==> src/rtl/dvp_apb_master.sv <==
// dvp_apb_master: single-outstanding APB initiator for the DVP register slave.
// Command in, SETUP/ACCESS sequencing with bounded PREADY wait, response out.
module dvp_apb_master #(
  parameter int ADDR_W  = 3,
  parameter int TIMEOUT = 16,
  parameter int CNT_W   = 8
) (
  input  logic              clk,
  input  logic              rst_n,
  input  logic              cmd_valid,
  output logic              cmd_ready,
  input  logic              cmd_write,
  input  logic [ADDR_W-1:0] cmd_addr,
  input  logic [31:0]       cmd_wdata,
  output logic              rsp_valid,
  input  logic              rsp_ready,
  output logic [31:0]       rsp_rdata,
  output logic              rsp_err,
  output logic              rsp_timeout,
  output logic [ADDR_W-1:0] io_ahb_PADDR,
  output logic              io_ahb_PSEL,
  output logic              io_ahb_PENABLE,
  output logic              io_ahb_PWRITE,
  output logic [31:0]       io_ahb_PWDATA,
  input  logic              io_ahb_PREADY,
  input  logic [31:0]       io_ahb_PRDATA,
  input  logic              io_ahb_PSLVERROR
);

  typedef enum logic [1:0] {
    IDLE,
    SETUP,
    ACCESS,
    RESP
  } state_e;

  localparam logic [CNT_W-1:0] TO_LAST =
    CNT_W'(TIMEOUT > 0 ? TIMEOUT - 1 : 0);

  state_e            state_q;
  logic [CNT_W-1:0]  cnt_q;
  logic [CNT_W-1:0]  cnt_d;
  logic              to_hit;
  logic              psel_q;
  logic              pen_q;
  logic              pwrite_q;
  logic [ADDR_W-1:0] paddr_q;
  logic [31:0]       pwdata_q;
  logic              rvld_q;
  logic [31:0]       rdata_q;
  logic              rerr_q;
  logic              rto_q;

  assign cmd_ready = (state_q == IDLE);
  assign cnt_d     = cnt_q + CNT_W'(1);
  // TIMEOUT of 0 never fires, so the wait is unbounded
  assign to_hit    = (TIMEOUT != 0) && (cnt_q == TO_LAST);

  always_ff @(posedge clk or negedge rst_n) begin
    if (!rst_n) begin
      state_q  <= IDLE;
      cnt_q    <= '0;
      psel_q   <= 1'b0;
      pen_q    <= 1'b0;
      pwrite_q <= 1'b0;
      paddr_q  <= '0;
      pwdata_q <= '0;
      rvld_q   <= 1'b0;
      rdata_q  <= '0;
      rerr_q   <= 1'b0;
      rto_q    <= 1'b0;
    end else begin
      unique case (state_q)
        IDLE: begin
          if (cmd_valid) begin
            pwrite_q <= cmd_write;
            paddr_q  <= cmd_addr;
            pwdata_q <= cmd_wdata;
            psel_q   <= 1'b1;
            cnt_q    <= '0;
            state_q  <= SETUP;
          end
        end
        SETUP: begin
          pen_q   <= 1'b1;
          state_q <= ACCESS;
        end
        ACCESS: begin
          if (!io_ahb_PREADY) begin
            cnt_q <= cnt_d;
          end
          if (io_ahb_PREADY) begin
            rdata_q <= pwrite_q ? 32'h0 : io_ahb_PRDATA;
            rerr_q  <= io_ahb_PSLVERROR;
            rto_q   <= 1'b0;
            psel_q  <= 1'b0;
            pen_q   <= 1'b0;
            rvld_q  <= 1'b1;
            state_q <= RESP;
          end else if (to_hit) begin
            rdata_q <= 32'h0;
            rerr_q  <= 1'b1;
            rto_q   <= 1'b1;
            psel_q  <= 1'b0;
            pen_q   <= 1'b0;
            rvld_q  <= 1'b1;
            state_q <= RESP;
          end
        end
        RESP: begin
          if (rsp_ready) begin
            rvld_q  <= 1'b0;
            cnt_q   <= '0;
            state_q <= IDLE;
          end
        end
        default: state_q <= IDLE;
      endcase
    end
  end

  assign io_ahb_PSEL    = psel_q;
  assign io_ahb_PENABLE = pen_q;
  assign io_ahb_PWRITE  = pwrite_q;
  assign io_ahb_PADDR   = paddr_q;
  assign io_ahb_PWDATA  = pwdata_q;
  assign rsp_valid      = rvld_q;
  assign rsp_rdata      = rdata_q;
  assign rsp_err        = rerr_q;
  assign rsp_timeout    = rto_q;

endmodule
==> config.mk <==
export PLATFORM = sky130hd
export DESIGN_NAME = dvp_apb_master
export DESIGN_NICKNAME = d
export VERILOG_FILES = /design/src/rtl/dvp_apb_master.sv
export SDC_FILE = /design/constraint.sdc
export NUM_CORES = 1
export LEC_CHECK = 0
export BUFFER_PORTS_ARGS = -buffer_cell sky130_fd_sc_hd__buf_2
export CORE_ASPECT_RATIO = 1.75
export CORE_UTILIZATION = 40
export DETAILED_ROUTE_END_ITERATION = 10
export PLACE_DENSITY = 0.69
export SETUP_SLACK_MARGIN = 0.4
export SLEW_MARGIN = 15
export SYNTH_ARGS = -nofsm -noshare
export SYNTH_HDL_FRONTEND = slang
export SYNTH_SLANG_ARGS = --single-unit
export TNS_END_PERCENT = 10
==> constraint.sdc <==
create_clock -name clk -period 4.3 [get_ports clk]
set_input_delay 0.215 -clock clk [delete_from_list [all_inputs] [get_ports clk]]
set_output_delay 0.215 -clock clk [all_outputs]
set_load 0.02 [all_outputs]
==> flow_summary.ini, run 1 <==
[outcome]
status = completed

[detailed_routing]
post_drt_wl_per_cell_um = 13.9
ant_nets = 0
first_pass_iters = 4
drt_iter0_drc = 134
vias = 2762
drc = 0
wl_um = 7970
viasPerCell = 4.81

[sta]
fin_setup_tns_ps = 0
clock.fmax_mhz = 427
rsz0062_at_grt = no
setup_ws_ps = 1960
timing_hold_violations_final = 0
fin_skew_ps = 7.49
worst_pin_slew_ps = 1020
report.final.slew_viol_count = 0
timing.final.crit_share_pct = 54.5
slew_headroom_pct = 31.9
final.min_clock_period_ps = 2340
finalSetupViolCount = 0

[synth]
synthMuxAreaShare_pct = 12.2
synthAdderAreaFrac_pct = 1.80
synth_top_family_by_area = simple AND/OR/NAND/NOR gates
synth_edf_count = 0
synth_area_um2 = 3470
yosys.area_share.simple_pct = 12.8
syn-num-nets = 387
synth-compound-area-share_pct = 9.80
yosysUniqueCellTypes = 33
yosys.area_share.xor_xnor_pct = 0
ys_ff_latch = 83
postSynthCellCount = 308
async_reset_ff_share_pct = 100
yosysWarnings = 0
synth_area_per_cell_um2 = 11.3
synth.yosys.seq_area_share_pct = 59.8
synth_flop_cell = dfrtp_1

[min_path]
min_path_type = in -> async

[clocking]
clock_latency_ps = 340
htreeDepth = 3
cts_root_buf = clkbuf_16
hold_buffers = 0
cts-resized-gates = 0
clock_sinks = 83
cts_buffers = 9
path_clk_slew_ps = 60
post-cts-setup-buffers = 0
clock_tree.buffer_depth = 2
cts_tree = done

[setup_path]
worstPathRequired_ps = 4510
reg2reg_depth = 7
path_cells = inv_1 -> ha_1 -> nand2_1 -> o41a_2 -> buf_16 -> nand2_1 -> o21ai_0
crit_path_top_delay_cell = o41a_2
path_max_fanout = 36
critPathMaxStageDelay_ps = 720
cp_top_family = compound AO/OA/AOI/OAI gates
crit_path_end_kind = flip-flop
critPathCapture = io_ahb_PSEL
timing.rr.end = io_ahb_PSEL
start_kind = flip-flop
critPathKind = reg -> reg
cp.arrival_ps = 2550
r2r_start = state_q[0]
crit_cells = 7
crit_buf_inv = 2
rrSetupSlack_ps = 1960
crit_top_cell = nand2_1
cp-startpoint = state_q[0]

[placement]
place_inst = 557
gp_congestion = 0.766
place_hpwl_um = 5750
portBuffers = 147
dp_slack_ps = 1880

[floorplan]
die_y_um = 125
coreArea_um2 = 8370
initial_core_util_pct = 41.5
dieArea_um2 = 9070
die_w_um = 72.4
pin_count = 148
rows = 44

[global_route]
antenna_found_initial = 0
grt_pass1_vias = 2721
grt_usage_pct = 18.7
grt_max_degree = 84
grt_pass1_wl_um = 13000
grt_overflow = 0

[cells_and_area]
fin_nets = 533
drive_above_1_share_pct = 44.9
area_growth_pct = 33.4
finalNonFillerCells = 574
diodes = 0

[power]
pwr_density_cell_nw_per_um2 = 781
peakVddDrop_uv = 335
power_leakage_uw = 0.00237
p_total_uw = 3620

[run]
cap_violations = 0
==> placed cells by master (no fill, tap or decap), types with 3 or more instances in the layout <==
cell type | synthesis | layout
nor2_1 | 4 | 3
clkbuf_8 | 0 | 3
ha_1 | 5 | 5
nor4_1 | 5 | 5
o21ai_0 | 11 | 11
clkbuf_16 | 0 | 9
nand2_1 | 75 | 75
a22o_1 | 3 | 3
dfrtp_1 | 83 | 83
o21ai_1 | 28 | 28
a211o_1 | 4 | 4
mux2_2 | 36 | 36
inv_1 | 10 | 10
nand2b_1 | 3 | 3
and3_1 | 6 | 6
buf_2 | 3 | 146
==> per-layer routing <==
| metal | GRT usage (%) | vias up | part of all wire [%] |
|---|---|---|---|
| met2 | 33.5 | 93 | 56 |
| li1 | - | 1351 | - |
| met1 | 20.7 | 1312 | 38 |
| met4 | 7.84 | 0 | 1.2 |
| met3 | 4.43 | 6 | 5.7 |
| met5 | 0 | - | 0 |
==> area by class of cell <==
cell class / instances / area, µm²
clock buffer: 12 / 267
clock inverter: 4 / 55.1
fill: 786 / 3730
inverter: 10 / 37.5
multi-input combinational: 201 / 1280
sequential: 83 / 2080
tap: 115 / 144
timing repair buffer: 149 / 773
==> cell families after synthesis <==
kind of cell	count (synthesis)
buffers and inverters	24
flip-flops	83
AO/OA/AOI/OAI	56
multiplexers	38
AND/OR/NAND/NOR	102
adder cells (fa/ha/maj)	5
==> cells in the mapped netlist, drive strengths merged, types with 3 or more instances <==
cell type  instances  area (µm²)
and3               6        37.5
a22o               3        26.3
inv               10        37.5
nand2             75         282
clkbuf             7        26.3
nand2b             3        18.8
a21oi              3        22.5
nor4               5        31.3
nor2               4        15.0
buf                7        60.1
o21ai             39         195
a211o              4        35.0
ha                 5        62.6
mux2              36         405
dfrtp             83        2080
==> metrics by stage <==
step	instance area [µm²]	util (%)	hold WS, ps
after floorplan	3470	-	-80.6
after global placement	4280	51.2	446
after detailed placement	4280	51.2	451
after CTS	4600	55.0	86.1
after global routing	4630	55.4	104
final	4630	55.4	44.0
==> registers in the layout, indices dropped and copies added, names as in the netlist <==
register / count
io_ahb_PADDR: 3
rsp_err: 1
io_ahb_PSEL: 1
cnt_q: 8
io_ahb_PWDATA: 32
rsp_valid: 1
io_ahb_PENABLE: 1
state_q: 2
rsp_rdata: 32
io_ahb_PWRITE: 1
rsp_timeout: 1
==> power by group <==
group	leakage, µW	switching [µW]	internal, µW
registers	0.00105	173	1120
logic	0.00117	952	572
clock network	0.000155	303	500
total	0.00237	1430	2190
==> worst min-delay path by stage <==
stage                       from           endpoint  slack, ps  cells past startpoint
6_report                   rst_n   io_ahb_PWDATA[1]         40                      1
5_1_grt        io_ahb_PRDATA[28]      rsp_rdata[28]        100                      3
4_1_cts         io_ahb_PRDATA[7]       rsp_rdata[7]         90                      3
3_5_place_dp    io_ahb_PRDATA[7]       rsp_rdata[7]        450                      3
3_3_place_gp               rst_n  io_ahb_PWDATA[10]        450                      1
2_1_floorplan              rst_n           cnt_q[0]        -80                      0
No activity file was read; power rests on OpenSTA's default activity.
==> inputs of run 2 (changes only) <==
==> constraint.sdc (replaced) <==
create_clock -name clk -period 2.4 [get_ports clk]
set_input_delay 0.12 -clock clk [delete_from_list [all_inputs] [get_ports clk]]
set_output_delay 0.12 -clock clk [all_outputs]
set_load 0.02 [all_outputs]
==> flow_summary.ini, run 2 (same netlist as run 1, synthesis figures left out) <==
[outcome]
status = completed

[clocking]
clock_tree.buffer_depth = 2
htreeDepth = 3
clock_latency_ps = 330
clock_sinks = 83
cts_buffers = 9
cts_tree = done
path_clk_slew_ps = 60
cts_root_buf = clkbuf_16

[cells_and_area]
drive_above_1_share_pct = 44.3
diodes = 0
area_growth_pct = 37.6
fin_nets = 550
final_cell_mix = 146 x buf_2, 83 x dfrtp_1, 75 x nand2_1, 36 x mux2_2, 28 x o21ai_1
fin_area_um2 = 4780
final_common_cell = buf_2

[placement]
portBuffers = 147
gp_congestion = 0.891
dpl_cell_area_um2 = 4340
place_hpwl_um = 6010

[sta]
report.final.slew_viol_count = 0
final.min_clock_period_ps = 1940
finalSetupViolCount = 0
timing.final.crit_share_pct = 81.0
whs_ps = 7.71
timing_hold_violations_final = 0
worst_pin_slew_ps = 753
rsz0062_at_grt = yes
fin_skew_ps = 8.86
clock.fmax_mhz = 515
fin_setup_tns_ps = 0
slew_headroom_pct = 49.8

[detailed_routing]
drt_iter0_drc = 131
viasPerCell = 4.82
ant_nets = 0
drc = 0
wl_um = 8220
post_drt_wl_per_cell_um = 13.9
vias = 2846
first_pass_iters = 5

[floorplan]
die_w_um = 72.4
pin_count = 148
initial_core_util_pct = 41.5
coreArea_um2 = 8370
rows = 44
die_y_um = 125
dieArea_um2 = 9070

[power]
p_total_uw = 6450
pwr_density_cell_nw_per_um2 = 1350
peakVddDrop_uv = 588
power_leakage_uw = 0.00244
p_comb_share_pct = 42.8
p_seq_share_pct = 35.9
p_sw_share_pct = 39.9
p_int_uw = 3880
pwr-share-clk_pct = 21.3
p_switching_uw = 2570

[min_path]
min_path_type = in -> reg

[setup_path]
worstPathRequired_ps = 2650
cp.arrival_ps = 2190
path_max_fanout = 14
rrSetupSlack_ps = 460
critPathKind = reg -> reg
start_kind = flip-flop
crit_path_end_kind = flip-flop

[global_route]
grt_pass1_vias = 2895
grt_overflow = 0
grt_max_degree = 56
antenna_found_initial = 0
grt_pass1_wl_um = 13400
grt_usage_pct = 19.4

[run]
cap_violations = 0
[run 2: area by class of cell]
cell class | count | area (µm²)
Multi-Input combinational cell | 201 | 1280
Fill cell | 749 | 3590
Tap cell | 115 | 144
Sequential cell | 83 | 2080
Inverter | 10 | 37.5
Clock buffer | 9 | 225
Clock inverter | 7 | 73.8
Timing Repair Buffer | 166 | 936
[run 2: final timing paths]
path / from / endpoint / cells after the start
worst max-delay path: state_q[0] / cnt_q[7] / 7
worst min-delay path: io_ahb_PRDATA[23] / rsp_rdata[23] / 3
min in group asynchronous: rst_n / io_ahb_PWDATA[17] / 2
worst min register to register: rsp_rdata[26] / rsp_rdata[26] / 2
worst max register to register: state_q[0] / cnt_q[7] / 7
max in group asynchronous: rst_n / cnt_q[3] / 3
[run 2: timing repair]
action | 4_1_cts | 5_1_grt
setup endpoints to repair | 0 | 27
hold endpoints to repair | 50 | 0
hold buffers | 12 | 0
resized for setup | 0 | 1
setup buffers | 0 | 1
[run 2: worst max-delay path, stage by stage (launching register included)]
cell and delay, ps:
dfrtp_1 370, inv_1 80, ha_1 210, buf_4 180, nand2_1 170, nand4_1 190, or4_1 540, o211ai_1 100
[run 2: power groups by stage]
| stage | Combinational, µW | Sequential (µW) | Clock [µW] |
|---|---|---|---|
| 2_1_floorplan | 1090 | 3050 | 0 |
| 3_3_place_gp | 2730 | 2310 | 0 |
| 3_5_place_dp | 2780 | 2340 | 0 |
| 4_1_cts | 2790 | 2330 | 1410 |
| 5_1_grt | 3010 | 2400 | 1460 |
| 6_report | 2760 | 2320 | 1370 |
[run 2: stage by stage]
step | setup slack, ps | cells | util, %
6_report | 457 | 591 | 57.1
5_1_grt | 339 | 591 | 57.1
4_1_cts | 488 | 590 | 56.9
3_5_place_dp | 499 | 562 | 51.9
3_3_place_gp | 569 | 562 | 51.9
2_1_floorplan | 672 | 308 | -
[run 2: metal layers]
layer | track usage, % | vias up | routed length [µm]
li1 | - | 1385 | -
met1 | 20.6 | 1344 | 3100
met2 | 34.5 | 101 | 4500
met3 | 3.55 | 16 | 360
met4 | 11.3 | 0 | 257
met5 | 0 | - | 0
